### config.mk
export PLATFORM = sky130hd
export DESIGN_NAME = nexys_starship_ssd_scanner
export DESIGN_NICKNAME = d
export VERILOG_FILES = /design/src/rtl/nexys_starship_ssd_pkg.sv /design/src/rtl/nexys_starship_hex2seg.sv /design/src/rtl/nexys_starship_ssd_scanner.sv
export SDC_FILE = /design/constraint.sdc
export NUM_CORES = 1
export LEC_CHECK = 0
export CAP_MARGIN = 10
export CORE_MARGIN = 2
export CORE_UTILIZATION = 41
export DETAILED_ROUTE_END_ITERATION = 8
export PLACE_DENSITY_LB_ADDON = 0.12
export RECOVER_POWER = 25
export SKIP_CTS_REPAIR_TIMING = 1
export SYNTH_ARGS = -nofsm -noshare
export SYNTH_HDL_FRONTEND = slang
export SYNTH_SLANG_ARGS = --single-unit
### constraint.sdc
create_clock -name Clk -period 9.5 [get_ports Clk]
set_input_delay 1.425 -clock Clk [delete_from_list [all_inputs] [get_ports Clk]]
set_output_delay 1.425 -clock Clk [all_outputs]
set_load 0.005 [all_outputs]
### src/rtl/nexys_starship_ssd_pkg.sv
// rtl/nexys_starship_ssd_pkg.sv - cathode constants, hex decoder and width helper for the SSD scanner
package nexys_starship_ssd_pkg;

    // {a,b,c,d,e,f,g,dp}, active low, decimal point off
    localparam logic [7:0] SEG_0     = 8'b0000001_1;
    localparam logic [7:0] SEG_1     = 8'b1001111_1;
    localparam logic [7:0] SEG_2     = 8'b0010010_1;
    localparam logic [7:0] SEG_3     = 8'b0000110_1;
    localparam logic [7:0] SEG_4     = 8'b1001100_1;
    localparam logic [7:0] SEG_5     = 8'b0100100_1;
    localparam logic [7:0] SEG_6     = 8'b0100000_1;
    localparam logic [7:0] SEG_7     = 8'b0001111_1;
    localparam logic [7:0] SEG_8     = 8'b0000000_1;
    localparam logic [7:0] SEG_9     = 8'b0000100_1;
    localparam logic [7:0] SEG_A     = 8'b0001000_1;
    localparam logic [7:0] SEG_B     = 8'b1100000_1;
    localparam logic [7:0] SEG_C     = 8'b0110001_1;
    localparam logic [7:0] SEG_D     = 8'b1000010_1;
    localparam logic [7:0] SEG_E     = 8'b0110000_1;
    localparam logic [7:0] SEG_F     = 8'b0111000_1;
    localparam logic [7:0] SEG_BLANK = 8'hFF;

    function automatic logic [6:0] hex2seg(input logic [3:0] nib);
        logic [7:0] s;
        case (nib)
            4'h0:    s = SEG_0;
            4'h1:    s = SEG_1;
            4'h2:    s = SEG_2;
            4'h3:    s = SEG_3;
            4'h4:    s = SEG_4;
            4'h5:    s = SEG_5;
            4'h6:    s = SEG_6;
            4'h7:    s = SEG_7;
            4'h8:    s = SEG_8;
            4'h9:    s = SEG_9;
            4'hA:    s = SEG_A;
            4'hB:    s = SEG_B;
            4'hC:    s = SEG_C;
            4'hD:    s = SEG_D;
            4'hE:    s = SEG_E;
            default: s = SEG_F;
        endcase
        return s[7:1];
    endfunction

    // Never narrower than one bit so a single-digit build still has a scan_idx port
    function automatic int CLOG2(input int n);
        int w;
        w = 1;
        while ((1 << w) < n) w++;
        return w;
    endfunction

endpackage

### src/rtl/nexys_starship_hex2seg.sv
// rtl/nexys_starship_hex2seg.sv - combinational hex nibble to abcdefg segment decoder
module nexys_starship_hex2seg
    import nexys_starship_ssd_pkg::*;
(
    input  logic [3:0] nibble,
    output logic [6:0] seg
);

    always_comb seg = hex2seg(nibble);

endmodule

### src/rtl/nexys_starship_ssd_scanner.sv
// rtl/nexys_starship_ssd_scanner.sv - N-digit double-buffered seven-segment scanner; optional SSD_BLINK_EN
module nexys_starship_ssd_scanner
    import nexys_starship_ssd_pkg::*;
#(
    parameter int N_DIGITS     = 8,
    parameter int SCAN_DIV     = 14,
    parameter int BLANK_CYCLES = 16,
    parameter int BLINK_DIV    = 26,
    localparam int IDX_W       = CLOG2(N_DIGITS)
) (
    input  logic                  Clk,
    input  logic                  Reset,
    input  logic [4*N_DIGITS-1:0] digits_in,
    input  logic [N_DIGITS-1:0]   dp_in,
    input  logic [N_DIGITS-1:0]   digit_en,
    input  logic [N_DIGITS-1:0]   blink_mask,
    input  logic                  load,
    output logic [N_DIGITS-1:0]   An,
    output logic [7:0]            Cathodes,
    output logic [IDX_W-1:0]      scan_idx,
    output logic                  frame_tick
);

    localparam logic [IDX_W-1:0]    LAST_IDX = IDX_W'(N_DIGITS - 1);
    localparam logic [SCAN_DIV-1:0] BLANK_L  = SCAN_DIV'(BLANK_CYCLES);

    logic [SCAN_DIV-1:0]   presc, blank_cnt, blank_nx;
    logic [IDX_W-1:0]      idx_nx;
    logic                  tick, wrap, blink_off;
    logic [4*N_DIGITS-1:0] pend_dig, act_dig, act_dig_nx;
    logic [N_DIGITS-1:0]   pend_dp, pend_en, pend_blk;
    logic [N_DIGITS-1:0]   act_dp, act_en, act_blk;
    logic [N_DIGITS-1:0]   act_dp_nx, act_en_nx, act_blk_nx, an_nx;
    logic [3:0]            nib_nx;
    logic [6:0]            seg_nx;

    assign tick = &presc;
    assign wrap = tick && (scan_idx == LAST_IDX);

    always_comb begin
        idx_nx   = scan_idx;
        blank_nx = blank_cnt;
        if (tick) begin
            idx_nx   = (scan_idx == LAST_IDX) ? '0 : scan_idx + 1'b1;
            blank_nx = '0;
        end else if (blank_cnt != BLANK_L) begin
            blank_nx = blank_cnt + 1'b1;
        end
    end

    // A load landing on the wrap tick bypasses pending so it shows in the frame that starts now
    always_comb begin
        {act_dig_nx, act_dp_nx, act_en_nx, act_blk_nx} = {act_dig, act_dp, act_en, act_blk};
        if (wrap) begin
            if (load)
                {act_dig_nx, act_dp_nx, act_en_nx, act_blk_nx} = {digits_in, dp_in, digit_en, blink_mask};
            else
                {act_dig_nx, act_dp_nx, act_en_nx, act_blk_nx} = {pend_dig, pend_dp, pend_en, pend_blk};
        end
    end

`ifdef SSD_BLINK_EN
    logic [BLINK_DIV-1:0] blink_cnt, blink_nx;

    assign blink_nx  = blink_cnt + 1'b1;
    assign blink_off = blink_nx[BLINK_DIV-1] & act_blk_nx[idx_nx];

    always_ff @(posedge Clk or negedge Reset) begin
        if (!Reset) blink_cnt <= '0;
        else        blink_cnt <= blink_nx;
    end
`else
    logic unused_blink;

    assign blink_off    = 1'b0;
    assign unused_blink = ^{act_blk_nx, BLINK_DIV > 0};
`endif

    assign nib_nx = act_dig_nx[{idx_nx, 2'b00} +: 4];

    nexys_starship_hex2seg u_hex2seg (
        .nibble (nib_nx),
        .seg    (seg_nx)
    );

    always_comb begin
        an_nx = '1;
        if (blank_nx >= BLANK_L && act_en_nx[idx_nx] && !blink_off)
            an_nx[idx_nx] = 1'b0;
    end

    // Outputs are computed from next-state values so they change on the same edge as scan_idx
    always_ff @(posedge Clk or negedge Reset) begin
        if (!Reset) begin
            presc      <= '0;
            blank_cnt  <= '0;
            scan_idx   <= '0;
            frame_tick <= 1'b0;
            pend_dig   <= '0;
            pend_dp    <= '0;
            pend_en    <= '0;
            pend_blk   <= '0;
            act_dig    <= '0;
            act_dp     <= '0;
            act_en     <= '0;
            act_blk    <= '0;
            An         <= '1;
            Cathodes   <= SEG_BLANK;
        end else begin
            presc      <= presc + 1'b1;
            blank_cnt  <= blank_nx;
            scan_idx   <= idx_nx;
            frame_tick <= wrap;
            if (load) begin
                pend_dig <= digits_in;
                pend_dp  <= dp_in;
                pend_en  <= digit_en;
                pend_blk <= blink_mask;
            end
            act_dig    <= act_dig_nx;
            act_dp     <= act_dp_nx;
            act_en     <= act_en_nx;
            act_blk    <= act_blk_nx;
            An         <= an_nx;
            Cathodes   <= {seg_nx, ~act_dp_nx[idx_nx]};
        end
    end

endmodule

==> metrics.yaml <==
run_status:
  outcome: "finished with violations"
  violations: "capacitance limit, slew limit"
logic_synthesis:
  synth_cell_types: 59
  ys_warn_count: 0
  syn_area_mm2: 0.00647
  avgSynthCellArea_um2: 11.0
  synth-seq-cells: 144
  synth_edf_count: 0
  synth_ff_type: "dfrtp_1"
  postSynthCellCount: 588
  seq_area_frac_synth_pct: 56.0
  async_flop_share_pct: 100
  syn-num-nets: 657
job:
  drv_cap: 1
floorplan:
  die_w_um: 130
  die_area_mm2: 0.0168
  io_pins: 79
  dieHeight_um: 130
  start_util_pct: 42.2
  core-area_mm2: 0.0153
  rows: 45
drt:
  drt_wl_total_um: 13800
  viasPerCell: 5.00
  ant_nets: 0
  drtIter0Drc: 243
  routed-via-count: 4429
  wl_per_cell_um: 15.6
  drcViolationCount: 0
  drtPass1Iterations: 4
sta:
  hold_slack_ns: 0.469
  setup_violations: 0
  period_share_pct: 48.1
  max_freq_mhz: 219
  tightest_slew_ns: 3.52
  drv_slew: 67
  timing.max_slew.rel_slack_pct: -135
  rsz0062_at_grt: "no"
  worst_clock_skew_ns: 0.00601
  setup_tns_ns: 0
  hold_viol_final: 0
  fin_crit_ns: 4.57
global_route:
  grt_antenna_before_repair: 0
  grt_pass1_wl_um: 22700
  grt_max_degree: 80
  grt_pass1_vias: 4417
  overflow: 0
  grtUsageTotal_pct: 17.7
critical_path:
  start_kind: "input pin"
  crit_arrival_ns: 4.98
  cp_slowest_cell: "clkbuf_1"
  r2r_cells: 10
  path_max_fanout: 79
  path_buf_inv: 2
  worstSetupPathType: "in2async"
  path_cells: "clkbuf_1 -> buf_4"
  crit_path_max_incr_delay_ns: 2.42
  crit_cells: 2
  end_kind: "async pin"
  path_delay_family: "buffers and inverters"
  required_ns: 9.91
cts:
  cts_buffer_depth: 2
  clkLatencyLatePin_ns: 0.42
  cts_root_buf: "clkbuf_16"
  clock-sinks: 144
  cts_made_buffers: 17
  cts_tree: "done"
  path_clk_slew_ns: 0.06
  cts-htree-levels: 4
power:
  power_density_mw_per_mm2: 172
  ir_drop_uv: 115
  p_leak_nw: 3.51
cells_and_area:
  nFillCells: 1440
  drive_gt1_share_pct: 15.7
  utilization_pct: 51.7
  final_net_count: 730
  area_growth_pct: 22.3
  diodes: 0
placed_design:
  post-dp-hpwl_um: 9450
  gp_congestion: 0.840
  io_buffer_count: 70
hold_path:
  hp-class: "reg2reg"
  whs_path_depth: 2
## kinds of logic after synthesis
kind of cell             count (synthesis)  synth area share [%]
AND/OR/NAND/NOR                        226                  16.4
flip-flops                             144                  56.0
multiplexers                            70                  11.6
AO/OA/AOI/OAI                           58                  6.75
buffers and inverters                   54                  3.75
XOR/XNOR                                26                  3.52
adder cells (fa/ha/maj)                 10                  1.93
## report_power, final
part | leakage [nW] | internal [W] | switching, W
combinational | 1.59 | 0.0000356 | 0.0000322
sequential | 1.63 | 0.000635 | 0.00000473
clock | 0.291 | 0.000400 | 0.000252
## final timing paths
check / end / start / slack [ns]
max: act_dp[6] / Reset / 4.93
min: act_dig[5] / act_dig[5] / 0.47
max reg2reg: Cathodes[5] / presc[0] / 5.32
min reg2reg: act_dig[5] / act_dig[5] / 0.47
max in group Clk: Cathodes[5] / presc[0] / 5.32
min in group asynchronous: pend_dig[7] / Reset / 2.19
## cell usage in the layout (no fill, tap or decap), drive strengths merged, types with 3 or more instances in the layout
cell type      synthesis  layout
o21ai                 12      12
a21oi                  7       7
nand3                 17      17
o2bb2ai                7       7
nand2                127     127
mux2i                 29      29
nand2b                 4       4
clkdlybuf4s50          0      68
mux2                  41      41
nor4                   4       4
nor2                  36      36
o22ai                  5       5
xor2                  14      14
buf                   14       6
nand4                  8       8
ha                    10      10
clkinv                 0       5
a22oi                  3       3
inv                   33      34
xnor2                 12      12
clkbuf                 7      24
and3                   6       6
nor3                   8       8
o31ai                  3       3
and2                   4       4
dfstp                 16      16
dfrtp                128     128
or3                    4       4
## metal layers
metal | wire, um | GRT usage [%]
met2 | 6190 | 26.4
met4 | 247 | 7.02
met1 | 6680 | 25.0
met5 | 0 | 0
met3 | 648 | 4.05
## through the flow
stage	cell area [um^2]	setup WS (ns)	total power, W	instances
6_report	7910	4.93	0.00136	885
5_1_grt	7910	4.15	0.00141	885
4_1_cts	7940	5.47	0.00138	885
3_5_place_dp	7350	5.17	0.000720	853
3_3_place_gp	7350	5.22	0.000718	853
2_1_floorplan	6470	5.60	0.000678	588
## registers in the layout, indices dropped and copies added, names as in the netlist, 3 cells and up
register / flops
presc: 14
blank_cnt: 14
pend_dp: 8
An: 8
pend_en: 8
pend_dig: 32
act_dp: 8
act_dig: 32
scan_idx: 3
act_en: 8
Cathodes: 8
## layout make-up
type / instances / area, um^2 / share of cell area [%]
Clock buffer: 23 / 508 / 6.42
Clock inverter: 9 / 78.8 / 0.996
Inverter: 33 / 124 / 1.57
Multi-Input combinational cell: 390 / 2590 / 32.7
Sequential cell: 144 / 3620 / 45.8
Tap cell: 211 / 264 / 3.34
Timing Repair Buffer: 75 / 727 / 9.19
## cells in the mapped netlist, types with 3 or more instances
| cell type | number | share of area [%] |
|---|---|---|
| dfrtp_1 | 128 | 50 |
| nand2_1 | 127 | 7.4 |
| mux2_2 | 40 | 7.0 |
| nor2_1 | 36 | 2.1 |
| inv_1 | 32 | 1.9 |
| mux2i_1 | 29 | 4.5 |
| dfstp_2 | 16 | 6.5 |
| nand3_1 | 16 | 1.2 |
| xor2_1 | 14 | 1.9 |
| xnor2_1 | 12 | 1.6 |
| ha_1 | 10 | 1.9 |
| a21oi_1 | 7 | 0.54 |
| clkbuf_1 | 7 | 0.41 |
| nor3_1 | 7 | 0.54 |
| o21ai_0 | 7 | 0.54 |
| o2bb2ai_1 | 7 | 0.95 |
| and3_1 | 6 | 0.58 |
| nand4_1 | 6 | 0.58 |
| buf_2 | 5 | 0.39 |
| o21ai_1 | 5 | 0.39 |
| o22ai_1 | 5 | 0.48 |
| and2_1 | 4 | 0.39 |
| nand2b_1 | 4 | 0.39 |
| or3_1 | 4 | 0.39 |
| a22oi_1 | 3 | 0.35 |
| buf_1 | 3 | 0.17 |
| buf_4 | 3 | 0.35 |
| buf_6 | 3 | 0.52 |
| o31ai_1 | 3 | 0.35 |
Power figures use the tool's default switching activity.
